`config.mk`:
```
export PLATFORM = sky130hd
export DESIGN_NAME = button_debounce_irq_flat
export DESIGN_NICKNAME = d
export VERILOG_FILES = /design/src/rtl/button_debounce_irq_pkg.sv /design/src/rtl/button_debounce_irq_if.sv /design/src/rtl/button_debounce_irq_debounce_channel.sv /design/src/rtl/button_debounce_irq.sv /design/src/flat_wrapper.sv
export SDC_FILE = /design/constraint.sdc
export NUM_CORES = 1
export LEC_CHECK = 0
export CAP_MARGIN = 20
export CORE_MARGIN = 3
export CORE_UTILIZATION = 53
export CTS_CLUSTER_DIAMETER = 150
export DETAILED_ROUTE_END_ITERATION = 10
export PLACE_DENSITY = 0.95
export RECOVER_POWER = 25
export SLEW_MARGIN = 20
export SYNTH_ARGS = -nofsm -noshare
export SYNTH_HDL_FRONTEND = slang
export SYNTH_SLANG_ARGS = --single-unit
```
`constraint.sdc`:
```
create_clock -name clk -period 3.3 [get_ports clk]
set_input_delay 0.33 -clock clk [delete_from_list [all_inputs] [get_ports clk]]
set_output_delay 0.33 -clock clk [all_outputs]
set_load 0.01 [all_outputs]
```
`src/rtl/button_debounce_irq_pkg.sv`:
```
// Shared definitions for the button debounce / interrupt peripheral:
// bus widths, register offsets and the register-select decode.
package button_debounce_irq_pkg;

  localparam int MAX_CHANNELS = 32;
  localparam int WB_ADR_W     = 5;
  localparam int WB_DAT_W     = 32;

  // Byte offsets of the implemented registers (word aligned)
  localparam logic [WB_ADR_W-1:0] ADDR_LEVEL   = 5'h00;
  localparam logic [WB_ADR_W-1:0] ADDR_ENABLE  = 5'h04;
  localparam logic [WB_ADR_W-1:0] ADDR_PENDING = 5'h08;
  localparam logic [WB_ADR_W-1:0] ADDR_RISE    = 5'h0C;
  localparam logic [WB_ADR_W-1:0] ADDR_FALL    = 5'h10;

  typedef enum logic [2:0] {
    SEL_LEVEL,
    SEL_ENABLE,
    SEL_PENDING,
    SEL_RISE,
    SEL_FALL,
    SEL_NONE
  } reg_sel_e;

  // Map a word index (byte address bits [4:2]) onto a register select.
  function automatic reg_sel_e decode_reg(input logic [WB_ADR_W-3:0] word_idx);
    reg_sel_e sel;
    case ({word_idx, 2'b00})
      ADDR_LEVEL:   sel = SEL_LEVEL;
      ADDR_ENABLE:  sel = SEL_ENABLE;
      ADDR_PENDING: sel = SEL_PENDING;
      ADDR_RISE:    sel = SEL_RISE;
      ADDR_FALL:    sel = SEL_FALL;
      default:      sel = SEL_NONE;
    endcase
    return sel;
  endfunction

endpackage

```
`src/rtl/button_debounce_irq_if.sv`:
```
// Wishbone slave bundle for the button peripheral. Signal names keep the
// slave-side _i/_o suffixes so they read the same as the SoC bus wiring.
interface button_debounce_irq_if;
  import button_debounce_irq_pkg::*;

  logic [WB_ADR_W-1:0] wb_adr_i;
  logic [WB_DAT_W-1:0] wb_dat_i;
  logic [WB_DAT_W-1:0] wb_dat_o;
  logic [3:0]          wb_sel_i;
  logic                wb_we_i;
  logic                wb_cyc_i;
  logic                wb_stb_i;
  logic                wb_ack_o;

  modport master (
    output wb_adr_i, wb_dat_i, wb_sel_i, wb_we_i, wb_cyc_i, wb_stb_i,
    input  wb_dat_o, wb_ack_o
  );

  modport slave (
    input  wb_adr_i, wb_dat_i, wb_sel_i, wb_we_i, wb_cyc_i, wb_stb_i,
    output wb_dat_o, wb_ack_o
  );

endinterface

```
`src/rtl/button_debounce_irq_debounce_channel.sv`:
```
// One input channel: two-flop synchroniser, hold-time debouncer and
// single-cycle rise/fall pulses derived from the debounced level.
module debounce_channel #(
  parameter int DEBOUNCE_CYCLES = 1000,
  parameter int CNT_WIDTH       = $clog2(DEBOUNCE_CYCLES)
) (
  input  logic clk,
  input  logic reset,
  input  logic in_i,
  output logic level_o,
  output logic rise_o,
  output logic fall_o
);

  localparam logic [CNT_WIDTH-1:0] CNT_LAST = CNT_WIDTH'(DEBOUNCE_CYCLES - 1);

  logic [1:0]           sync_q;       // [0] may go metastable, [1] is safe to use
  logic                 stable_q;
  logic                 stable_d;
  logic                 stable_dly_q; // stable one cycle late, for edge pulses
  logic [CNT_WIDTH-1:0] cnt_q;
  logic [CNT_WIDTH-1:0] cnt_d;

  // Debounce decision: count cycles the synchronised input disagrees with stable
  always_comb begin
    // NOTE: every output of a combinational block gets a default first, so no
    // path leaves it unassigned and no latch is inferred.
    stable_d = stable_q;
    cnt_d    = '0;
    if (sync_q[1] != stable_q) begin
      if (cnt_q == CNT_LAST) begin
        stable_d = sync_q[1];
      end else begin
        cnt_d = cnt_q + 1'b1;
      end
    end
  end

  // State registers: synchroniser, counter, stable level and its delayed copy
  always_ff @(posedge clk) begin
    // NOTE: non-blocking assignments so every flop samples pre-edge values;
    // the synchroniser only behaves as a two-stage chain because of this.
    if (reset) begin
      sync_q       <= '0;
      stable_q     <= 1'b0;
      stable_dly_q <= 1'b0;
      cnt_q        <= '0;
    end else begin
      sync_q       <= {sync_q[0], in_i};
      stable_q     <= stable_d;
      stable_dly_q <= stable_q;
      cnt_q        <= cnt_d;
    end
  end

  assign level_o = stable_q;
  assign rise_o  = stable_q & ~stable_dly_q;
  assign fall_o  = ~stable_q & stable_dly_q;

endmodule

```
`src/rtl/button_debounce_irq.sv`:
```
// Debounced button inputs with per-channel edge selection, W1C pending bits
// and one level interrupt, accessed as a Wishbone slave.
module button_debounce_irq
  import button_debounce_irq_pkg::*;
#(
  parameter int CHANNELS        = 4,
  parameter int DEBOUNCE_CYCLES = 1000
) (
  input  logic                clk,
  input  logic                reset,
  input  logic [CHANNELS-1:0] btn_i,
  button_debounce_irq_if.slave wb,
  output logic                irq_o,
  output logic [CHANNELS-1:0] level_o
);

  localparam int CNT_WIDTH = $clog2(DEBOUNCE_CYCLES);

  logic [CHANNELS-1:0] rise;
  logic [CHANNELS-1:0] fall;

  logic [CHANNELS-1:0] enable_q,   enable_d;
  logic [CHANNELS-1:0] pending_q,  pending_d;
  logic [CHANNELS-1:0] rise_sel_q, rise_sel_d;
  logic [CHANNELS-1:0] fall_sel_q, fall_sel_d;
  logic                ack_q,      ack_d;
  logic [WB_DAT_W-1:0] dat_q,      dat_d;
  logic                irq_q,      irq_d;

  reg_sel_e            sel;
  logic                access;
  logic                write;
  logic [CHANNELS-1:0] wdata;
  logic [WB_DAT_W-1:0] rdata;
  logic                unused_ok;

  // Byte lanes, sub-word address bits and data bits above CHANNELS carry no meaning
  assign unused_ok = ^{wb.wb_sel_i, wb.wb_adr_i[1:0], wb.wb_dat_i};

  for (genvar i = 0; i < CHANNELS; i++) begin : g_ch
    debounce_channel #(
      .DEBOUNCE_CYCLES (DEBOUNCE_CYCLES),
      .CNT_WIDTH       (CNT_WIDTH)
    ) u_ch (
      .clk     (clk),
      .reset   (reset),
      .in_i    (btn_i[i]),
      .level_o (level_o[i]),
      .rise_o  (rise[i]),
      .fall_o  (fall[i])
    );
  end

  // Bus decode: a request is taken only when no ack is outstanding
  always_comb begin
    sel    = decode_reg(wb.wb_adr_i[WB_ADR_W-1:2]);
    access = wb.wb_cyc_i & wb.wb_stb_i & ~ack_q;
    write  = access & wb.wb_we_i;
    wdata  = wb.wb_dat_i[CHANNELS-1:0];
  end

  // Register updates; a new edge event wins over a same-cycle W1C
  always_comb begin
    enable_d   = enable_q;
    rise_sel_d = rise_sel_q;
    fall_sel_d = fall_sel_q;
    pending_d  = pending_q;
    if (write) begin
      case (sel)
        SEL_ENABLE:  enable_d   = wdata;
        SEL_PENDING: pending_d  = pending_q & ~wdata;
        SEL_RISE:    rise_sel_d = wdata;
        SEL_FALL:    fall_sel_d = wdata;
        default:     ;
      endcase
    end
    pending_d = pending_d | (rise & rise_sel_q) | (fall & fall_sel_q);
  end

  // Read mux, ack generation and interrupt
  always_comb begin
    rdata = '0;
    case (sel)
      SEL_LEVEL:   rdata = WB_DAT_W'(level_o);
      SEL_ENABLE:  rdata = WB_DAT_W'(enable_q);
      SEL_PENDING: rdata = WB_DAT_W'(pending_q);
      SEL_RISE:    rdata = WB_DAT_W'(rise_sel_q);
      SEL_FALL:    rdata = WB_DAT_W'(fall_sel_q);
      default:     rdata = '0;
    endcase
    dat_d = (access && !wb.wb_we_i) ? rdata : '0;
    ack_d = access;
    irq_d = |(pending_q & enable_q);
  end

  // Control/status registers and bus outputs
  always_ff @(posedge clk) begin
    if (reset) begin
      enable_q   <= '0;
      pending_q  <= '0;
      rise_sel_q <= '0;
      fall_sel_q <= '0;
      ack_q      <= 1'b0;
      dat_q      <= '0;
      irq_q      <= 1'b0;
    end else begin
      enable_q   <= enable_d;
      pending_q  <= pending_d;
      rise_sel_q <= rise_sel_d;
      fall_sel_q <= fall_sel_d;
      ack_q      <= ack_d;
      dat_q      <= dat_d;
      irq_q      <= irq_d;
    end
  end

  assign wb.wb_ack_o = ack_q;
  assign wb.wb_dat_o = dat_q;
  assign irq_o       = irq_q;

endmodule

```
`src/flat_wrapper.sv`:
```
// flat-port wrapper written by rule: the top's interface ports become plain ports
module button_debounce_irq_flat import button_debounce_irq_pkg::*;
#(
  parameter int CHANNELS        = 4,
  parameter int DEBOUNCE_CYCLES = 1000
)
  (clk, reset, btn_i, irq_o, level_o, wb_wb_adr_i, wb_wb_dat_i, wb_wb_sel_i, wb_wb_we_i, wb_wb_cyc_i, wb_wb_stb_i, wb_wb_dat_o, wb_wb_ack_o);
  button_debounce_irq_if wb_i ();
  input  logic clk;
  input  logic reset;
  input  logic [CHANNELS-1:0] btn_i;
  output logic irq_o;
  output logic [CHANNELS-1:0] level_o;
  input wire logic [$bits(wb_i.wb_adr_i)-1:0] wb_wb_adr_i;
  input wire logic [$bits(wb_i.wb_dat_i)-1:0] wb_wb_dat_i;
  input wire logic [$bits(wb_i.wb_sel_i)-1:0] wb_wb_sel_i;
  input wire logic [$bits(wb_i.wb_we_i)-1:0] wb_wb_we_i;
  input wire logic [$bits(wb_i.wb_cyc_i)-1:0] wb_wb_cyc_i;
  input wire logic [$bits(wb_i.wb_stb_i)-1:0] wb_wb_stb_i;
  output wire logic [$bits(wb_i.wb_dat_o)-1:0] wb_wb_dat_o;
  output wire logic [$bits(wb_i.wb_ack_o)-1:0] wb_wb_ack_o;
  assign wb_i.wb_adr_i = wb_wb_adr_i;
  assign wb_i.wb_dat_i = wb_wb_dat_i;
  assign wb_i.wb_sel_i = wb_wb_sel_i;
  assign wb_i.wb_we_i = wb_wb_we_i;
  assign wb_i.wb_cyc_i = wb_wb_cyc_i;
  assign wb_i.wb_stb_i = wb_wb_stb_i;
  assign wb_wb_dat_o = wb_i.wb_dat_o;
  assign wb_wb_ack_o = wb_i.wb_ack_o;
  button_debounce_irq #(.CHANNELS(CHANNELS), .DEBOUNCE_CYCLES(DEBOUNCE_CYCLES)) u_core (.clk(clk), .reset(reset), .btn_i(btn_i), .wb(wb_i), .irq_o(irq_o), .level_o(level_o));
endmodule
```
## Word level (Yosys, flattened, before mapping)

Index checks and enable logic that the tools add are counted.
Widths: inputs -> output; s select.

| word-level totals | value |
|---|---|
| bits in registers | 106 |
| bits of input ports | 50 |
| logic and storage cells | 96 |
| output and inout bits | 38 |

| cells by class | value |
|---|---|
| add/sub/neg operators | 4 |
| reductions and logical operators | 17 |
| equality and inequality tests | 16 |
| multiplexer cells | 4 |
| bitwise gates (word level) | 32 |

Operators with widths:

| cell | count |
|---|---|
| $add 10x1->10 const B | 4 |
| $eq 10x10->1 const B | 4 |
| $pmux 4 s5 | 1 |
| $and 4x4->4 | 4 |
| $pmux 3 s5 | 1 |
| $not 1->1 | 14 |
| $reduce_and 2->1 | 7 |
| $eq 3x2->1 const B | 4 |
| $reduce_or 3->1 | 4 |
| $and 1x1->1 | 11 |
| $mux 4 | 2 |
| $or 4x4->4 | 2 |
| $eq 3x1->1 const B | 2 |
| $eq 3x3->1 const B | 2 |
| $logic_not 3->1 | 2 |
| $ne 1x1->1 | 4 |
| $not 4->4 | 1 |
| $reduce_or 4->1 | 1 |
| $reduce_or 2->1 | 1 |
| $logic_and 1x1->1 | 1 |
| $logic_not 1->1 | 1 |

## Logic depth before layout (Yosys ltp)

Gate-level depths: netlist (run 1).

| depth | value |
|---|---|
| depth after elaboration | 7 |
| gate-level depth with buffers | 5 |
| gate-level depth less buffers | 5 |

## Hierarchy

Synthesis (run 1) repeated with hierarchy kept, for this count alone.

| unflattened totals | value |
|---|---|
| cells, all modules | 388 |
| area, all modules | 3,693.5 µm² |

By module, submodules not included:

| module | area each (µm²) | instances | seq. area each (µm²) | cells an instance |
|---|---|---|---|---|
| debounce_channel | 596.8 | 4 | 280.3 | 60 |
| button_debounce_irq | 1,306.3 | 1 | 440.4 | 148 |

## Worst setup path after synthesis (run 1)

OpenSTA, ideal clock, no wires.

| timing path | value |
|---|---|
| path type | register to register |
| start point | register u_core.g_ch[3].u_ch.cnt_q[0] |
| end point | register u_core.g_ch[3].u_ch.stable_q |
| data required time | 3,172 ps |
| stages on the path, launching flop included | 6 |
| path slack | 2,031 ps |
| data arrival time | 1,142 ps |
| buffers on the path | 0 |
| library setup time | 128 ps |
| period minus slack after synthesis | 1,269 ps |
| cell sequence | dfxtp_1 -> ha_1 -> and4bb_2 -> nand3_1 -> mux2i_1 -> nor2_1 |

| between the ends | value |
|---|---|
| cells in the longest elaborated chain, start to end | 2 |

RTL lines:

| element | RTL line | RTL |
|---|---|---|
| start: declaration | button_debounce_irq_debounce_channel.sv:21 | `logic [CNT_WIDTH-1:0] cnt_q;` |
| start signal: assignment | button_debounce_irq_debounce_channel.sv:52 | `cnt_q <= cnt_d;` |
| $eq 10x10->1 | button_debounce_irq_debounce_channel.sv:31 | `if (cnt_q == CNT_LAST) begin` |
| $reduce_and 2->1 (no source line) | -- |  |
| end signal: assignment | button_debounce_irq_debounce_channel.sv:50 | `stable_q <= stable_d;` |
| end: declaration | button_debounce_irq_debounce_channel.sv:18 | `logic stable_q;` |

Every way passes these cells.
A chain may end at the register's enable or synchronous reset.

## Worst setup path after layout (run 1)

| timing path | value |
|---|---|
| start point | input reset |
| end point | register u_core.g_ch[2].u_ch.cnt_q[2] |

| between the ends | value |
|---|---|
| cells in the longest elaborated chain, start to end | 1 |

RTL lines:

| element | RTL line | RTL |
|---|---|---|
| start: declaration | flat_wrapper.sv:10 | `input logic reset;` |
| $reduce_or 3->1 (no source line) | -- |  |
| end signal: assignment | button_debounce_irq_debounce_channel.sv:52 |  |
| end: declaration | button_debounce_irq_debounce_channel.sv:21 |  |

Every way passes these cells.

==> results.yml, run 1 <==
setup_path:
  worstPathMaxFanout: 23
  cp_top_family: "buffers and inverters"
  cp_slowest_cell: "dlygate4sd3_1"
  arrival_ns: 2.09
  critPathLaunchType: "primary input"
  cp-end-kind: "flip-flop"
  crit_chain: "dlygate4sd3_1, clkbuf_1, nand2b_1, nor2_1"
  r2r-start: "u_core.g_ch[0].u_ch.cnt_q[0]"
  cp-startpoint: "reset"
  slowest_delay_ns: 1.06
  worstSetupPathType: "primary input to flip-flop"
  critPathBufInv: 2
  crit_required_ns: 3.54
clock_network:
  clk_latency_ns: 0.34
  clockBufferDepth: 2
  cts_hold_buf: 0
  cts_made_buffers: 9
  post-cts-setup-buffer-count: 0
  cts_root_buf: "clkbuf_8"
  path_clk_slew_ns: 0.07
  h-tree-depth: 3
  ctsResizeCount: 0
  numClockSinks: 78
  cts_tree: "built"
timing:
  fin_worst_skew_ns: 0.00640
  worst_slew_pin_slew_ns: 0.809
  layout_min_cycle_time_ns: 1.85
  max_freq_ghz: 0.542
  final.period_utilization: 0.559
  final.setup.tns_ns: 0
  finalHoldViolCount: 0
  grt_setup_unrepaired: "no"
  maxSlewViolCount: 0
  setup_viol: 0
  whs_ns: 0.437
  max_slew_margin: 0.459
global_route:
  grt_max_degree: 24
  track_usage: 0.175
  grt_pass1_vias: 2428
  antenna_found_initial: 0
  overflow: 0
  grt_pass1_wl_um: 10500
power:
  p_leak_uw: 0.00159
  p_per_area_nw_per_um2: 435
  peakVddDrop_v: 0.000254
synthesis:
  synth.distinct_cells: 39
  synth_top_family_by_area: "simple AND/OR/NAND/NOR gates"
  synth_compound_area_frac: 0.0942
  muxShareOfSynthArea: 0.0660
  yosysTopAreaCell: "dfxtp_1"
  ys_async_sr_fraction: 0
  synthSimpleGateAreaFrac: 0.227
  ys_seq_area_frac: 0.445
  synth_top_flop_cell: "dfxtp_1"
  syn_area_um2: 3510
  syn-mean-instance-area_um2: 9.18
  synth_edf_count: 0
  syn_inst: 382
  ys_seq_elements: 78
  yosysTopAreaCellShare: 0.445
  ys_warn_count: 0
  synth_fa_ha_area_frac: 0.0143
  ys_top_cells_by_area: "dfxtp_1 45%, buf_4 7.1%, mux2i_1 6.3%, nor2_1 5.7%, xnor2_1 3.5%"
  synth_xor_area_frac: 0.0649
final_layout:
  num-fill-cells: 524
  final_nets: 462
  mostFrequentLayoutCells: "78 x dfxtp_1, 53 x nor2_1, 28 x conb_1"
  final_util: 0.606
  drive_gt1_frac: 0.0557
  final_cells: 490
  final_common_cell: "dfxtp_1"
  area_growth_pct: 10.3
  postLayoutCellArea_um2: 3870
  antenna_cells: 0
floorplanning:
  boundaryPins: 88
  num_rows: 29
  core_um2: 6390
  initial_core_util: 0.549
  fp.dieArea_um2: 7630
  die_h_um: 87.4
  die_x_um: 87.4
drt:
  drtIter0Drc: 181
  wl_per_cell_um: 12.8
  ant_nets: 0
  via_per_inst: 5.26
  routed_wl_um: 6260
  vias: 2576
  route.detailed.drc: 0
  drt_pass1_iterations: 4
place:
  gp_congestion: 0.798
  io_buffers: 25
  placed_area_um2: 3700
  dp.cells: 474
  hpwl_um: 4630
min_path:
  hp-start: "u_core.g_ch[1].u_ch.sync_q[0]"
  min_path_type: "flip-flop to flip-flop"
status:
  outcome: "finished, final reports clean"
run:
  drv_cap: 0
==> report_power, final <==
| group | leakage [uW] | internal (uW) | switching (uW) | total [uW] |
|---|---|---|---|---|
| registers | 0.000630 | 949 | 4.02 | 953 |
| clock network | 0.0000910 | 337 | 316 | 653 |
| logic | 0.000867 | 30.8 | 46.8 | 77.6 |
==> final cells by class <==
class                      count  area (um2)  share of cell area
clock buffer                  16         180              0.0466
inverter                       9        33.8             0.00873
multi-input combinational    283        1740               0.450
sequential                    78        1560               0.403
tap                           77        96.3              0.0249
timing repair buffer          27         258              0.0666
==> synth_stat cells, types with 9 or more instances <==
library cell	count
dfxtp_1	78
nor2_1	53
buf_4	33
nand2_1	24
mux2i_1	22
nand3_1	21
xnor2_1	14
nor2b_1	13
xor2_1	12
o21ai_0	11
a21oi_1	10
and3_1	10
inv_1	9
==> flip-flops by register name, summed over array words and instances, names as in the netlist <==
| register | flops |
|---|---|
| u_core.wb.wb_ack_o | 1 |
| u_core.rise_sel_q | 4 |
| u_core.g_ch.u_ch.level_o | 4 |
| u_core.g_ch.u_ch.cnt_q | 40 |
| u_core.pending_q | 4 |
| u_core.irq_o | 1 |
| u_core.fall_sel_q | 4 |
| u_core.enable_q | 4 |
| u_core.g_ch.u_ch.sync_q | 8 |
| u_core.wb.wb_dat_o | 4 |
| u_core.g_ch.u_ch.stable_dly_q | 4 |
==> worst paths after layout <==
path / to / slack (ns) / cells past startpoint
hold reg to reg: u_core.g_ch[1].u_ch.sync_q[1] / 0.44 / 1
hold / removal: u_core.g_ch[1].u_ch.sync_q[1] / 0.44 / 1
setup / recovery: u_core.g_ch[2].u_ch.cnt_q[2] / 1.45 / 4
setup reg to reg: u_core.g_ch[0].u_ch.level_o / 1.85 / 5
==> layer usage <==
| layer | vias to the layer above | part of all wire | track usage |
|---|---|---|---|
| met3 | 7 | 0.052 | 0.0492 |
| met1 | 1189 | 0.44 | 0.209 |
| met2 | 71 | 0.49 | 0.291 |
| met5 | - | 0 | 0 |
| met4 | 0 | 0.016 | 0.0781 |
| li1 | 1309 | - | - |
==> through the flow <==
step                setup WS, ns  total power (uW)
finish                      1.45              1680
global route                1.29              1740
CTS                         1.56              1700
detailed placement          1.22              1050
global placement            1.28              1050
floorplan                   2.03              1050
==> cells by family after synthesis <==
logic type / Yosys count
compound gates: 48
xor+xnor: 26
fa+ha+maj: 4
buf+inv: 48
flops: 78
mux: 23
other cells: 1
simple gates: 154
Note: power is estimated with default switching activity, not from simulation.
==> inputs of run 2 (changes only) <==
Settings changed: CORE_UTILIZATION 53 to 49, PLACE_DENSITY 0.95 to 0.9.
Clock period 3.3 ns to 1.9 ns, I/O delays scaled along.
==> run 2 against run 1 <==
Compared with the run above: wire length up 2.2%; via count up 1.9%; critical path depth down 3; setup slack worse by 1.1 ns; non-clock buffer count up 2; final area up 1.3%; combinational power up 80%; clock power up 78%; critical path type is now flip-flop to output port.
==> results.yml, run 2 (synthesis gave the netlist of run 1 again) <==
place:
  hpwl_um: 4600
  gp_congestion: 0.814
  io_buffers: 25
clock_network:
  clockBufferDepth: 2
  h-tree-depth: 3
  clk_latency_ns: 0.34
  path_clk_slew_ns: 0.08
  numClockSinks: 78
  cts_made_buffers: 9
  cts_root_buf: "clkbuf_8"
  cts_hold_buf: 0
  ctsResizeCount: 0
  post-cts-setup-buffer-count: 0
  cts_tree: "built"
final_layout:
  final_common_cell: "dfxtp_1"
  num-fill-cells: 605
  drive_gt1_frac: 0.0771
  largest_reg_flops: 40
  area_growth_pct: 11.7
  final_nets: 464
  largestRegisters: "u_core.g_ch.u_ch.cnt_q: 40 flops, u_core.g_ch.u_ch.sync_q: 8 flops"
  top_register: "u_core.g_ch.u_ch.cnt_q"
  mostFrequentLayoutCells: "78 x dfxtp_1, 53 x nor2_1, 28 x conb_1"
  antenna_cells: 0
min_path:
  hold_end: "u_core.g_ch[0].u_ch.sync_q[0]"
  hp-start: "btn_i[0]"
  min_path_cells: 2
  min_path_type: "primary input to flip-flop"
setup_path:
  r2r_end: "u_core.fall_sel_q[0]"
  slowest_delay_ns: 0.60
  crit_chain: "clkdlybuf4s50_1"
  crit_required_ns: 1.71
  rrSetupSlack_ns: 0.44
  cp-end-kind: "output port"
  r2r-start: "u_core.wb.wb_ack_o"
  cp_slowest_cell: "clkdlybuf4s50_1"
  worstSetupPathType: "flip-flop to output port"
  critPathLaunchType: "flip-flop"
  critPathBufInv: 1
  arrival_ns: 1.41
  r2r_cells: 4
  worstPathMaxFanout: 7
  cp_top_family: "buffers and inverters"
power:
  finalPower_uw: 2950
  peakVddDrop_v: 0.000470
  sw_frac_of_total: 0.227
  seqPwrFrac: 0.560
  switchingPower_uw: 668
  internal-power_uw: 2280
  pwr-share-clk: 0.392
  p_leak_uw: 0.00160
  p_per_area_nw_per_um2: 753
  p_comb_frac: 0.048
timing:
  finalHoldViolCount: 0
  final.period_utilization: 0.840
  worst_slew_pin_slew_ns: 0.780
  setup_viol: 0
  max_freq_ghz: 0.627
  final.setup.tns_ns: 0
  maxSlewViolCount: 0
  grt_setup_unrepaired: "no"
  layout_min_cycle_time_ns: 1.60
  fin_worst_skew_ns: 0.00914
  max_slew_margin: 0.480
floorplanning:
  num_rows: 30
  fp.dieArea_um2: 8210
  die_x_um: 90.6
  boundaryPins: 88
  initial_core_util: 0.511
  core_um2: 6870
  die_h_um: 90.6
global_route:
  overflow: 0
  grtUsageMet2: 0.245
  antenna_found_initial: 0
  grt_pass1_vias: 2329
  grt_pass1_wl_um: 10200
  global_route.usage.met3: 0.0325
  grt_max_degree: 43
  busiest_layer: "met2"
  met1_usage: 0.191
  track_usage: 0.153
drt:
  drt_pass1_iterations: 4
  via_per_inst: 5.14
  wl_per_cell_um: 12.5
  ant_nets: 0
  routed_wl_um: 6400
  vias: 2625
  route.detailed.drc: 0
  drtIter0Drc: 98
run:
  drv_cap: 0
status:
  outcome: "finished, final reports clean"
-- run 2: cell types whose count changed in the layout (fill, tap and decap cells not counted) --
cell,delta
dlygate4sd3_1,-3
clkinvlp_4,+1
clkinv_2,+2
clkbuf_2,+1
clkdlybuf4s50_1,+3
and4bb_2,+2
and4bb_1,-2
buf_4,+3
clkbuf_1,-5
-- run 2: cell type report --
| cell class | count | area, um2 | area share |
|---|---|---|---|
| inverter | 9 | 33.8 | 0.00862 |
| clock inverter | 3 | 17.5 | 0.00447 |
| clock buffer | 13 | 169 | 0.0431 |
| timing repair buffer | 29 | 278 | 0.0709 |
| multi-input combinational | 283 | 1740 | 0.444 |
| tap | 96 | 120 | 0.0306 |
| sequential | 78 | 1560 | 0.398 |
-- run 2: stage by stage --
stage                     worst slack (ns)  hold slack (ns)  cells  utilization  area (um2)
final                                0.305            0.391    511        0.571        3920
after global routing                 0.160            0.389    511        0.571        3920
after CTS                            0.292            0.377    511        0.573        3940
after detailed placement            0.0810            0.428    495        0.546        3750
after global placement               0.157            0.418    495        0.546        3750
after floorplan                      0.631            0.318    409            -        3610
-- run 2: power groups by stage --
| stage | Combinational [uW] | Sequential (uW) | Clock [uW] |
|---|---|---|---|
| global placement | 140 | 1690 | 0 |
| global route | 153 | 1660 | 1250 |
| finish | 140 | 1650 | 1160 |
| floorplan | 124 | 1690 | 0 |
| CTS | 143 | 1650 | 1180 |
| detailed placement | 143 | 1690 | 0 |
-- run 2: how the worst max path moves through the flow --
stage	slack (ns)	startpoint	depth (start not counted)	to
3_5_place_dp	0.08	wb_wb_adr_i[3]	5	u_core.rise_sel_q[1]
4_1_cts	0.29	u_core.g_ch[2].u_ch.level_o	1	level_o[2]
3_3_place_gp	0.16	wb_wb_adr_i[3]	5	u_core.rise_sel_q[2]
5_1_grt	0.16	reset	5	u_core.g_ch[2].u_ch.cnt_q[8]
6_report	0.30	u_core.g_ch[0].u_ch.level_o	1	level_o[0]
2_1_floorplan	0.63	u_core.g_ch[3].u_ch.cnt_q[0]	5	u_core.g_ch[3].u_ch.level_o
-- run 2: per-layer routing --
layer  up-vias  share of wire
met4         0          0.019
li1       1312              -
met5         -              0
met1      1224           0.45
met3        12          0.058
met2        77           0.48
==> inputs of run 3 (changes only) <==
Settings changed: CORE_UTILIZATION 49 to 44, PLACE_DENSITY 0.9 to 0.86.
Clock period 1.9 ns to 1.3 ns, I/O delays scaled along.
==> run 3 against run 2 <==
Compared with the run above: count of clock-buffer cells in the layout decreased by 3; global-route usage is 0.99 points higher; combinational power rose by 64%; via count grew 3.0%; critical path type is now flip-flop to flip-flop; highest routed layer unchanged; clock skew decreased by 0.0024 ns.
==> results.yml, run 3 (synthesis gave the netlist of run 1 again) <==
setup_path:
  critPathLaunchType: "flip-flop"
  crit_required_ns: 1.57
  worstPathMaxFanout: 4
  worstSetupPathType: "flip-flop to flip-flop"
  cp-end-kind: "flip-flop"
  arrival_ns: 1.54
floorplanning:
  initial_core_util: 0.469
  fp.dieArea_um2: 9080
  die_x_um: 95.3
  core_um2: 7490
  boundaryPins: 88
  die_h_um: 95.3
  num_rows: 31
clock_network:
  clk_latency_ns: 0.35
  h-tree-depth: 3
  cts_made_buffers: 9
  numClockSinks: 78
  cts_root_buf: "clkbuf_8"
  clockBufferDepth: 2
  cts_tree: "built"
  path_clk_slew_ns: 0.08
timing:
  whs_ns: 0.335
  finalHoldViolCount: 0
  max_freq_ghz: 0.784
  layout_min_cycle_time_ns: 1.28
  maxSlewViolCount: 0
  final.period_utilization: 0.981
  setup_viol: 0
  grt_setup_unrepaired: "yes"
  fin_worst_skew_ns: 0.00670
power:
  peakVddDrop_v: 0.000949
  p_per_area_nw_per_um2: 1120
  p_leak_uw: 0.00175
  finalPower_uw: 4790
drt:
  via_per_inst: 5.08
  drtIter0Drc: 152
  routed_wl_um: 7260
  drt_pass1_iterations: 4
  wl_per_cell_um: 13.6
  ant_nets: 0
  vias: 2705
  route.detailed.drc: 0
final_layout:
  final_common_cell: "dfxtp_1"
  postLayoutCellArea_um2: 4270
  area_growth_pct: 21.8
  largestRegisters: "u_core.g_ch.u_ch.cnt_q: 40 flops, u_core.g_ch.u_ch.sync_q: 8 flops"
  antenna_cells: 0
  final_util: 0.571
  final_nets: 482
  final_cells: 532
  top_register: "u_core.g_ch.u_ch.cnt_q"
  drive_gt1_frac: 0.182
  largest_reg_flops: 40
  mostFrequentLayoutCells: "67 x dfxtp_1, 53 x nor2_1, 28 x conb_1"
global_route:
  track_usage: 0.163
  grt_max_degree: 19
  grt_pass1_vias: 2621
  antenna_found_initial: 0
  grt_pass1_wl_um: 11600
  overflow: 0
place:
  io_buffers: 25
  dp.cells: 512
  gp_congestion: 0.831
  hpwl_um: 4950
  placed_area_um2: 3870
run:
  drv_cap: 0
min_path:
  min_path_type: "primary input to flip-flop"
status:
  outcome: "finished, final reports clean"
[run 3: worst paths after layout]
kind / to / slack [ns] / startpoint / cells past startpoint
worst min register to register: u_core.g_ch[1].u_ch.cnt_q[0] / 0.44 / u_core.g_ch[1].u_ch.cnt_q[0] / 1
worst max-delay path: u_core.g_ch[3].u_ch.cnt_q[9] / 0.02 / u_core.g_ch[3].u_ch.cnt_q[0] / 4
worst max register to register: u_core.g_ch[3].u_ch.cnt_q[9] / 0.02 / u_core.g_ch[3].u_ch.cnt_q[0] / 4
worst min-delay path: u_core.g_ch[0].u_ch.sync_q[0] / 0.33 / btn_i[0] / 2
[run 3: report_power, final]
| part | internal [uW] | switching (uW) |
|---|---|---|
| clock | 1270 | 871 |
| combinational | 99.5 | 129 |
| sequential | 2410 | 11.5 |
[run 3: repair_timing]
action | CTS | global route
resized for setup | 19 | 35
buffers inserted | 1 | 3
endpoints found under the setup margin | 28 | 45
pin swaps | 0 | 11
hold buffers | 0 | 0
[run 3: through the flow]
stage	setup TNS (ns)	worst slack, ns
after floorplan	0	0.0308
after global placement	-4.54	-0.221
after detailed placement	-5.59	-0.243
after CTS	0	0.000239
after global routing	-0.189	-0.0417
final	0	0.0243
[run 3: final cells by class]
cell class                      instances  area [um2]
Timing Repair Buffer                   47         418
Clock buffer                           10         128
Inverter                                9        33.8
Fill cell                             657        3210
Clock inverter                          6         110
Tap cell                               99         124
Sequential cell                        78        1580
Multi-Input combinational cell        283        1880
[run 3: routing by layer]
layer	vias to the layer above	share of wire	global-route usage
met5	-	0	0
li1	1347	-	-
met1	1267	0.44	0.193
met3	10	0.049	0.0466
met2	81	0.50	0.282
met4	0	0.013	0.0529
[run 3: worst max-delay path, stage by stage (launching register included)]
cell,delay (ns)
dfxtp_2,0.34
ha_4,0.16
and4bb_2,0.27
o211a_1,0.24
a211oi_2,0.18
